==> config.mk <==
export PLATFORM = sky130hd
export DESIGN_NAME = dmem_access_ctrl
export DESIGN_NICKNAME = d
export VERILOG_FILES = /design/src/rtl/dmem_access_ctrl.sv
export SDC_FILE = /design/constraint.sdc
export NUM_CORES = 1
export LEC_CHECK = 0
export CORE_ASPECT_RATIO = 1.2
export CORE_MARGIN = 5
export CORE_UTILIZATION = 30
export CTS_CLUSTER_SIZE = 24
export DETAILED_ROUTE_END_ITERATION = 12
export PLACE_DENSITY_LB_ADDON = 0.15
export SLEW_MARGIN = 20
export SYNTH_ARGS = -nofsm -noshare
export SYNTH_HDL_FRONTEND = slang
export SYNTH_SLANG_ARGS = --single-unit
==> constraint.sdc <==
create_clock -name clk_i -period 4.9 [get_ports clk_i]
set_clock_uncertainty 0.15 [all_clocks]
set_input_delay 0.49 -clock clk_i [delete_from_list [all_inputs] [get_ports clk_i]]
set_output_delay 0.49 -clock clk_i [all_outputs]
set_load 0.01 [all_outputs]
==> src/rtl/dmem_access_ctrl.sv <==
// MEM-stage data-memory access controller: checks load/store legality, drives
// the data memory with a bounded wait, and hands the raw read word downstream.
module dmem_access_ctrl #(
    parameter int TIMEOUT = 255,
    parameter int CNT_W   = 8
) (
    input  logic        clk_i,
    input  logic        rst_ni,
    input  logic        mem_read_i,
    input  logic        mem_write_i,
    input  logic [31:0] address_i,
    input  logic [2:0]  funct3_i,
    input  logic [31:0] write_data_i,
    output logic        busywait_o,
    output logic        dmem_read_o,
    output logic        dmem_write_o,
    output logic [31:0] dmem_addr_o,
    output logic [31:0] dmem_wdata_o,
    output logic [3:0]  dmem_byte_en_o,
    input  logic        dmem_busywait_i,
    input  logic [31:0] dmem_rdata_i,
    output logic [31:0] rdata_word_o,
    output logic [1:0]  byte_offset_o,
    output logic [2:0]  funct3_out_o,
    output logic        load_valid_o,
    output logic        access_fault_o
);
    // state  | meaning
    // IDLE   | waiting for a request, legality checked here
    // ACCESS | strobes held, waiting for memory or timeout
    // DONE   | one-cycle completion, LOAD_VALID / ACCESS_FAULT pulse
    localparam logic [1:0] S_IDLE   = 2'd0;
    localparam logic [1:0] S_ACCESS = 2'd1;
    localparam logic [1:0] S_DONE   = 2'd2;
    localparam logic [CNT_W-1:0] CNT_TC = CNT_W'(TIMEOUT);

    logic [1:0]       state_q, state_d;
    logic [CNT_W-1:0] cnt_q, cnt_d;
    logic             rd_q, rd_d, wr_q, wr_d;
    logic [31:0]      addr_q, addr_d, wdata_q, wdata_d, rdata_q, rdata_d;
    logic [3:0]       be_q, be_d;
    logic [1:0]       off_q, off_d;
    logic [2:0]       f3_q, f3_d;
    logic             lv_q, lv_d, af_q, af_d;

    logic             any_req, f3_ok, align_ok, legal;
    logic [3:0]       be_req;
    logic [31:0]      wdata_req;

    always_comb begin
        any_req   = mem_read_i | mem_write_i;
        f3_ok     = 1'b0;
        align_ok  = 1'b0;
        be_req    = 4'b1111;
        wdata_req = write_data_i;
        case (funct3_i)
            3'b000: begin f3_ok = 1'b1;       align_ok = 1'b1; end
            3'b001: begin f3_ok = 1'b1;       align_ok = ~address_i[0]; end
            3'b010: begin f3_ok = 1'b1;       align_ok = (address_i[1:0] == 2'b00); end
            3'b100: begin f3_ok = mem_read_i; align_ok = 1'b1; end
            3'b101: begin f3_ok = mem_read_i; align_ok = ~address_i[0]; end
            default: ;
        endcase
        legal = (mem_read_i ^ mem_write_i) & f3_ok & align_ok;
        case (funct3_i[1:0])
            2'b00: begin
                be_req    = 4'b0001 << address_i[1:0];
                wdata_req = {4{write_data_i[7:0]}};
            end
            2'b01: begin
                be_req    = 4'b0011 << address_i[1:0];
                wdata_req = {2{write_data_i[15:0]}};
            end
            default: ;
        endcase
        if (mem_read_i) wdata_req = '0;
    end

    always_comb begin
        state_d = state_q;
        cnt_d   = cnt_q;
        rd_d    = rd_q;
        wr_d    = wr_q;
        addr_d  = addr_q;
        wdata_d = wdata_q;
        be_d    = be_q;
        rdata_d = rdata_q;
        off_d   = off_q;
        f3_d    = f3_q;
        lv_d    = 1'b0;
        af_d    = 1'b0;
        case (state_q)
            S_IDLE: begin
                if (any_req) begin
                    off_d = address_i[1:0];
                    f3_d  = funct3_i;
                    if (legal) begin
                        rd_d    = mem_read_i;
                        wr_d    = mem_write_i;
                        addr_d  = {address_i[31:2], 2'b00};
                        wdata_d = wdata_req;
                        be_d    = be_req;
                        cnt_d   = '0;
                        state_d = S_ACCESS;
                    end else begin
                        af_d    = 1'b1;
                        state_d = S_DONE;
                    end
                end
            end
            S_ACCESS: begin
                if (!dmem_busywait_i) begin
                    if (rd_q) rdata_d = dmem_rdata_i;
                    lv_d    = rd_q;
                    rd_d    = 1'b0;
                    wr_d    = 1'b0;
                    state_d = S_DONE;
                end else if (cnt_q == CNT_TC) begin
                    af_d    = 1'b1;
                    rd_d    = 1'b0;
                    wr_d    = 1'b0;
                    state_d = S_DONE;
                end else begin
                    cnt_d = cnt_q + 1'b1;
                end
            end
            default: state_d = S_IDLE;
        endcase
    end

    always_ff @(posedge clk_i or negedge rst_ni) begin
        if (!rst_ni) begin
            state_q <= S_IDLE;
            cnt_q   <= '0;
            rd_q    <= 1'b0;
            wr_q    <= 1'b0;
            addr_q  <= '0;
            wdata_q <= '0;
            be_q    <= '0;
            rdata_q <= '0;
            off_q   <= '0;
            f3_q    <= '0;
            lv_q    <= 1'b0;
            af_q    <= 1'b0;
        end else begin
            state_q <= state_d;
            cnt_q   <= cnt_d;
            rd_q    <= rd_d;
            wr_q    <= wr_d;
            addr_q  <= addr_d;
            wdata_q <= wdata_d;
            be_q    <= be_d;
            rdata_q <= rdata_d;
            off_q   <= off_d;
            f3_q    <= f3_d;
            lv_q    <= lv_d;
            af_q    <= af_d;
        end
    end

    assign busywait_o     = ((state_q == S_IDLE) & any_req) | (state_q == S_ACCESS);
    assign dmem_read_o    = rd_q;
    assign dmem_write_o   = wr_q;
    assign dmem_addr_o    = addr_q;
    assign dmem_wdata_o   = wdata_q;
    assign dmem_byte_en_o = be_q;
    assign rdata_word_o   = rdata_q;
    assign byte_offset_o  = off_q;
    assign funct3_out_o   = f3_q;
    assign load_valid_o   = lv_q;
    assign access_fault_o = af_q;
endmodule

## After elaboration in Yosys (flattened, before gate mapping)

Index checks and enable logic that the tools add are counted.

| cells by class | value |
|---|---|
| add/subtract/negate cells | 1 |
| multipliers | 0 |
| divide/modulo/power cells | 0 |
| $lt $le $gt $ge | 0 |
| eq/ne operators | 12 |
| shifts and indexed selects | 2 |
| mux-type cells | 30 |
| bitwise logic cells | 8 |
| reduce and logical (&&, ||, !) cells | 15 |

Operator list:

| operator | count |
|---|---|
| case mux 32 bit (2 select lines) | 1 |
| two-way mux 32 bit | 1 |
| two-way mux 8 bit | 4 |
| case mux 8 bit (2 select lines) | 1 |
| two-way mux 1 bit | 12 |
| adder 8 x 1 -> 8 bit (second input constant) | 1 |
| equality test 8 bit (second input constant) | 1 |
| two-way mux 2 bit | 4 |
| inequality test 2 bit (second input constant) | 4 |
| case mux 1 bit (2 select lines) | 4 |
| case mux 4 bit (2 select lines) | 1 |
| equality test 3 bit (second input constant) | 2 |
| logical NOT 2 bit | 3 |
| AND reduction 3 bit | 2 |
| OR reduction 2 bit | 3 |
| AND reduction 5 bit | 1 |
| equality test 2 x 1 -> 1 bit (second input constant) | 2 |
| case mux 2 bit (2 select lines) | 1 |
| AND reduction 2 bit | 2 |
| AND reduction 4 bit | 1 |
| left shift 1 x 2 -> 4 bit (first input constant) | 1 |
| left shift 2 x 2 -> 4 bit (first input constant) | 1 |
| AND 1 bit | 3 |
| equality test 3 x 1 -> 1 bit (second input constant) | 1 |
| 9 further kinds | 11 |

| storage, ports and cells | value |
|---|---|
| bits in registers | 117 |
| latch bits | 0 |
| RAM bits | 0 |
| ROM bits | 0 |
| bits of input ports | 104 |
| output and inout port bits | 110 |
| word-level logic and storage cells | 80 |
| memories | 0 |

## Logic depth before layout (Yosys ltp)

| logic depth | value |
|---|---|
| depth in word-level cells | 8 |
| mapped depth | 9 |
| mapped depth without buffers | 5 |

## Worst setup path after synthesis

OpenSTA, ideal clock, no wires.

| path | value |
|---|---|
| path kind | input to register |
| from | input port mem_read_i |
| to | register addr_q[30], in the netlist dmem_addr_o[30] |
| setup time | 0.125 ns |
| data arrival time | 2.223 ns |
| data required time | 4.625 ns |
| slack | 2.402 ns |
| cell stages on the path | 9 |
| path buffers | 4 |
| path through | buf_2 -> clkinv_1 -> ha_1 -> or3_1 -> buf_2 -> nor2_2 -> buf_6 -> buf_6 -> mux2_2 |

| on the way | value |
|---|---|
| cells in the longest elaborated chain, start to end | 4 |
| elaborated cells between the ends (all ways) | 6 |
| classes of those cells | 1 x mux; 4 x bitwise; 1 x reduce/logical |

Ends and longest elaborated chain:

| element | line | source |
|---|---|---|
| start, declared | 9 | `input logic mem_read_i,` |
| case mux 1 bit (2 select lines) / XOR 1 bit (equally long branches) | 56, 64 |  |
| AND 1 bit (2 in series) | 64 | `legal = (mem_read_i ^ mem_write_i) & f3_ok & align_ok;` |
| AND reduction 3 bit (no line) (*) | n/a |  |
| end signal, assigned | 150 | `addr_q <= addr_d;` |
| end, declared | 40 | `logic [31:0] addr_q, addr_d, wdata_q, wdata_d, rdata_q, rdata_d;` |

Every way passes the cells marked *; elsewhere a longest branch is shown, timed or not.
A chain may end at the register's enable or synchronous reset.

## Worst setup path in the final report

| path | value |
|---|---|
| from | input port mem_read_i |
| to | output port busywait_o |

| on the way | value |
|---|---|
| cells in the longest elaborated chain, start to end | 3 |

Ends and longest elaborated chain:

| element | line | source |
|---|---|---|
| OR 1 bit | 51 | `any_req = mem_read_i \| mem_write_i;` |
| AND 1 bit | 161 | `assign busywait_o = ((state_q == S_IDLE) & any_req) \| (state_q == S_ACCESS);` |
| OR 1 bit | 161 |  |
| end, declared | 14 | `output logic busywait_o,` |

Every way passes these cells.

==> impl.org <==
** Cells and area
- Layout overhead on the synthesized area :: 57.6%
- Fraction of final layout cells sized beyond drive strength 1 :: 17.8%
- 0 antenna diodes ended up in the layout.
- Total Nets Final :: 716
- Non-filler cells in the finished layout :: ~840

** Floorplan
- Starting utilization of the core area :: a little under a third
- The die is about 130 um wide.
- The die is around 150 um tall.
- Pin placement for this block handled roughly 210 I/O pins.
- Total Die Area :: around 20000 sq um
- The floorplan has 52 rows.
- Core footprint :: around 17000 sq um

** Global route
- Entering global routing, the biggest net connects 79 pins.
- Total global-route track usage :: ~15%
- Overflow left after global routing :: 0
- The initial antenna violation count is 0.
- The number of global-route vias before repair is approximately 4200.
- The first global-routing pass estimated 22900 um of wire.

** Yosys
- During synthesis, Yosys emitted a total of 0 warnings.
- Average instance area after synthesis :: 12.7 sq um
- Most used flip-flop cell after synthesis :: dfrtp_1
- The synthesized design contains 0 enable-type register cells.
- Dominant cell type by area after synthesis :: dfrtp_1
- Sequential cell area fraction in the yosys report :: between 50 and 60%
- Area contributors post-synth :: dfrtp_1 58%, mux2_2 15%, mux2i_1 4.9%
- In this run the biggest area consumer among cell types represents about 58% of the synthesized area.
- Gate count after technology mapping :: 400
- Of all flip-flops after synthesis, the portion carrying an async set or reset was 100%.
- The synthesized netlist occupies a cell area of between 5000 and 6000 sq um.
- Synth cell types :: 41
- After synthesis the netlist holds a flip-flop and latch count of between 100 and 150.

** Pwr
- The analysis attributes to net switching a power of 1.21 mW.
- VDD sags by at most around 230 uV.
- Power spread over the standard cell area amounts to about 550 nW/um^2.
- For this design the static power due to leakage is 3.39 nW.
- Clock network fraction of total power :: between 20% and 30%
- Net switching is 27.7% of the power.
- Summing internal, switching and leakage power gives 4.36 mW.
- Flop pwr share :: 35.2%
- Combinational group share of total power :: roughly a third
- The internal power of the cells totals roughly 3.2 mW.

** STA
- The max-slew violation count was 0.
- The routed design could run at a clock period as short as 3.32 ns.
- In this run the tightest slew margin relative to its limit is roughly 43%.
- Measured slew at the worst slew-check pin :: 0.846 ns
- Maximum achievable frequency :: roughly 300 MHz
- RSZ-0062 raised after global routing :: no
- Setup violations remaining at the end of the flow were counted as 0.
- WHS :: -0.0471 ns
- After layout, the worst path uses between 60 and 70% of the clock period.
- Setup total negative slack on the finished layout was measured at 0 ns.
- Final worst-path setup slack :: around 1.6 ns
- Final hold violations :: 34

** Worst hold path
- The worst hold path belongs to the class in2async.

** Placement
- Placer congestion estimate :: between 0.8 and 0.9
- Detailed placer's ending HPWL :: around 10000 um
- Including well taps, the total number of placed cells is a little over 800.
- Port buffering added around 210 buffers.
- Pre-CTS worst setup slack :: about 0.87 ns

** CTS
- The tree is rooted in a clkbuf_16.
- Clock Sink Count :: 117
- Hold bufs inserted after CTS :: 0
- Insertion delay of the later-clocked pin in the worst-skew pair :: approximately 0.40 ns
- Num CTS Buffers :: 17
- The number of setup buffers added after CTS is 0.
- Clock transition at the register clock pins on the worst setup and hold paths after CTS :: approximately 0.05 ns
- The H-tree was split into 4 levels.
- Maximum number of buffers from clock root to sink :: 2
- CTS tree :: built
- After clock tree synthesis, the repair step resized 0 gates.

** Drt
- The final layout contains routed wiring with a total length of 14400 um.
- Detailed-route via count :: around 4000
- Final ANT Viol Nets :: 0
- In the routed design, unresolved DRC markers number 0.
- In the routed layout, each cell is associated on average with a via count of around 4.7.
- First DRT Iteration DRCs :: between 100 and 150
- After detailed routing, the average wire length per cell comes to roughly 17 um.
- Detailed-routing iteration count for the pre-antenna-repair pass :: 4

** Status
- The checks that failed: negative hold slack.
- Run status :: complete, but fails checks

** Setup path
- Worst Setup Start Kind :: primary input
- Critical path fanouts, max :: 27
- Critical Path AT :: ~2.7 ns
- STA classifies the critical path endpoint as an output pin.
- Count of cells along the worst register-to-register path :: 5
- The setup path with the least slack is of type in2out.
- Worst Path Required :: 4.26 ns

** Run
- The tool flagged a number of max-cap violations equal to 0.
## state kept, by name (all words and copies together) (netlist names)
register / flops
access_fault_o: 1
dmem_read_o: 1
dmem_write_o: 1
load_valid_o: 1
funct3_out_o: 3
rdata_word_o: 32
cnt_q: 8
dmem_wdata_o: 32
dmem_byte_en_o: 4
byte_offset_o: 2
state_q: 2
dmem_addr_o: 30
## logic make-up (layout without fill, tap and decap cells)
kind of cell | Yosys count | count (layout) | share of synthesized area (%)
other | 1 | 2 | 0.0739
buffers and inverters | 36 | 258 | 3.95
AO/OA/AOI/OAI | 98 | 98 | 12.0
flip-flops | 117 | 117 | 57.7
adder cells (fa/ha/maj) | 2 | 2 | 0.493
XOR/XNOR | 4 | 4 | 0.691
AND/OR/NAND/NOR | 49 | 49 | 5.06
multiplexers | 93 | 93 | 20.0
## synth_stat cells, types with 2 or more instances
| cell | n |
|---|---|
| nand2_1 | 9 |
| and3b_1 | 2 |
| ha_1 | 2 |
| nor2_1 | 17 |
| o21ai_0 | 46 |
| nand3_1 | 3 |
| a22o_1 | 2 |
| o21a_1 | 6 |
| a21oi_1 | 11 |
| inv_1 | 5 |
| buf_2 | 7 |
| o21bai_1 | 2 |
| nand2b_1 | 2 |
| clkbuf_1 | 13 |
| dfrtp_1 | 117 |
| mux2_2 | 68 |
| o31ai_1 | 24 |
| nor3_1 | 2 |
| mux2i_1 | 25 |
| buf_4 | 5 |
| nor2b_1 | 3 |
| o211ai_1 | 3 |
| xor2_1 | 4 |
| buf_6 | 5 |
## power groups by stage
stage               Sequential (mW)  Clock (mW)  Combinational, mW
floorplan                      1.70           0              0.416
global placement               1.54           0               1.54
detailed placement             1.55           0               1.56
CTS                            1.54        1.33               1.56
global route                   1.59        1.38               1.65
finish                         1.53        1.29               1.54
## placed cells by master (no fill, tap or decap), types with 5 or more instances in the layout
master / n
a21oi_1: 11
buf_4: 8
clkbuf_16: 17
clkdlybuf4s50_1: 210
clkinv_2: 5
dfrtp_1: 117
inv_1: 5
mux2_2: 68
mux2i_1: 25
nand2_1: 9
nor2_1: 17
o21a_1: 6
o21ai_0: 46
o31ai_1: 24
## stage by stage
stage | hold slack, ns | area [sq um] | utilization [%]
after floorplan | 0.0444 | 5070 | -
final | -0.0471 | 7990 | 47.8
after detailed placement | 0.331 | 7350 | 44.0
after global placement | 0.321 | 7350 | 44.0
after CTS | 0.139 | 7970 | 47.7
after global routing | 0.0190 | 7990 | 47.8
## final timing paths
check	startpoint	endpoint	slack [ns]
max in group asynchronous	rst_ni	dmem_addr_o[31]	3.59
min reg2reg	dmem_byte_en_o[2]	dmem_byte_en_o[2]	0.35
max	mem_read_i	busywait_o	1.58
max reg2reg	state_q[1]	dmem_addr_o[26]	2.53
min	rst_ni	rdata_word_o[10]	-0.05
min in group clk_i	dmem_byte_en_o[2]	dmem_byte_en_o[2]	0.35
## area by class of cell
class,count,area [sq um]
fill,1563,8730
inverter,6,22.5
clock buffer,22,464
clock inverter,10,153
sequential,117,2930
multi-input combinational,248,1960
tap,216,270
timing repair buffer,220,2190
## routing by layer
layer | wire [um] | up-vias | global-route usage (%)
met2 | 7150 | 159 | 24.0
met5 | 0 | - | 0
met4 | 312 | 0 | 6.00
met1 | 5680 | 1919 | 17.6
met3 | 1270 | 25 | 5.96
li1 | - | 1856 | -
## worst max-delay path, cell delays in order
cell and delay (ns):
clkdlybuf4s50_1 0.46, buf_4 0.29, clkinv_1 0.30, ha_1 0.29, nor2b_1 0.15, nor2_1 0.11, clkdlybuf4s50_1 0.58
(Power assumes the default switching activity.)
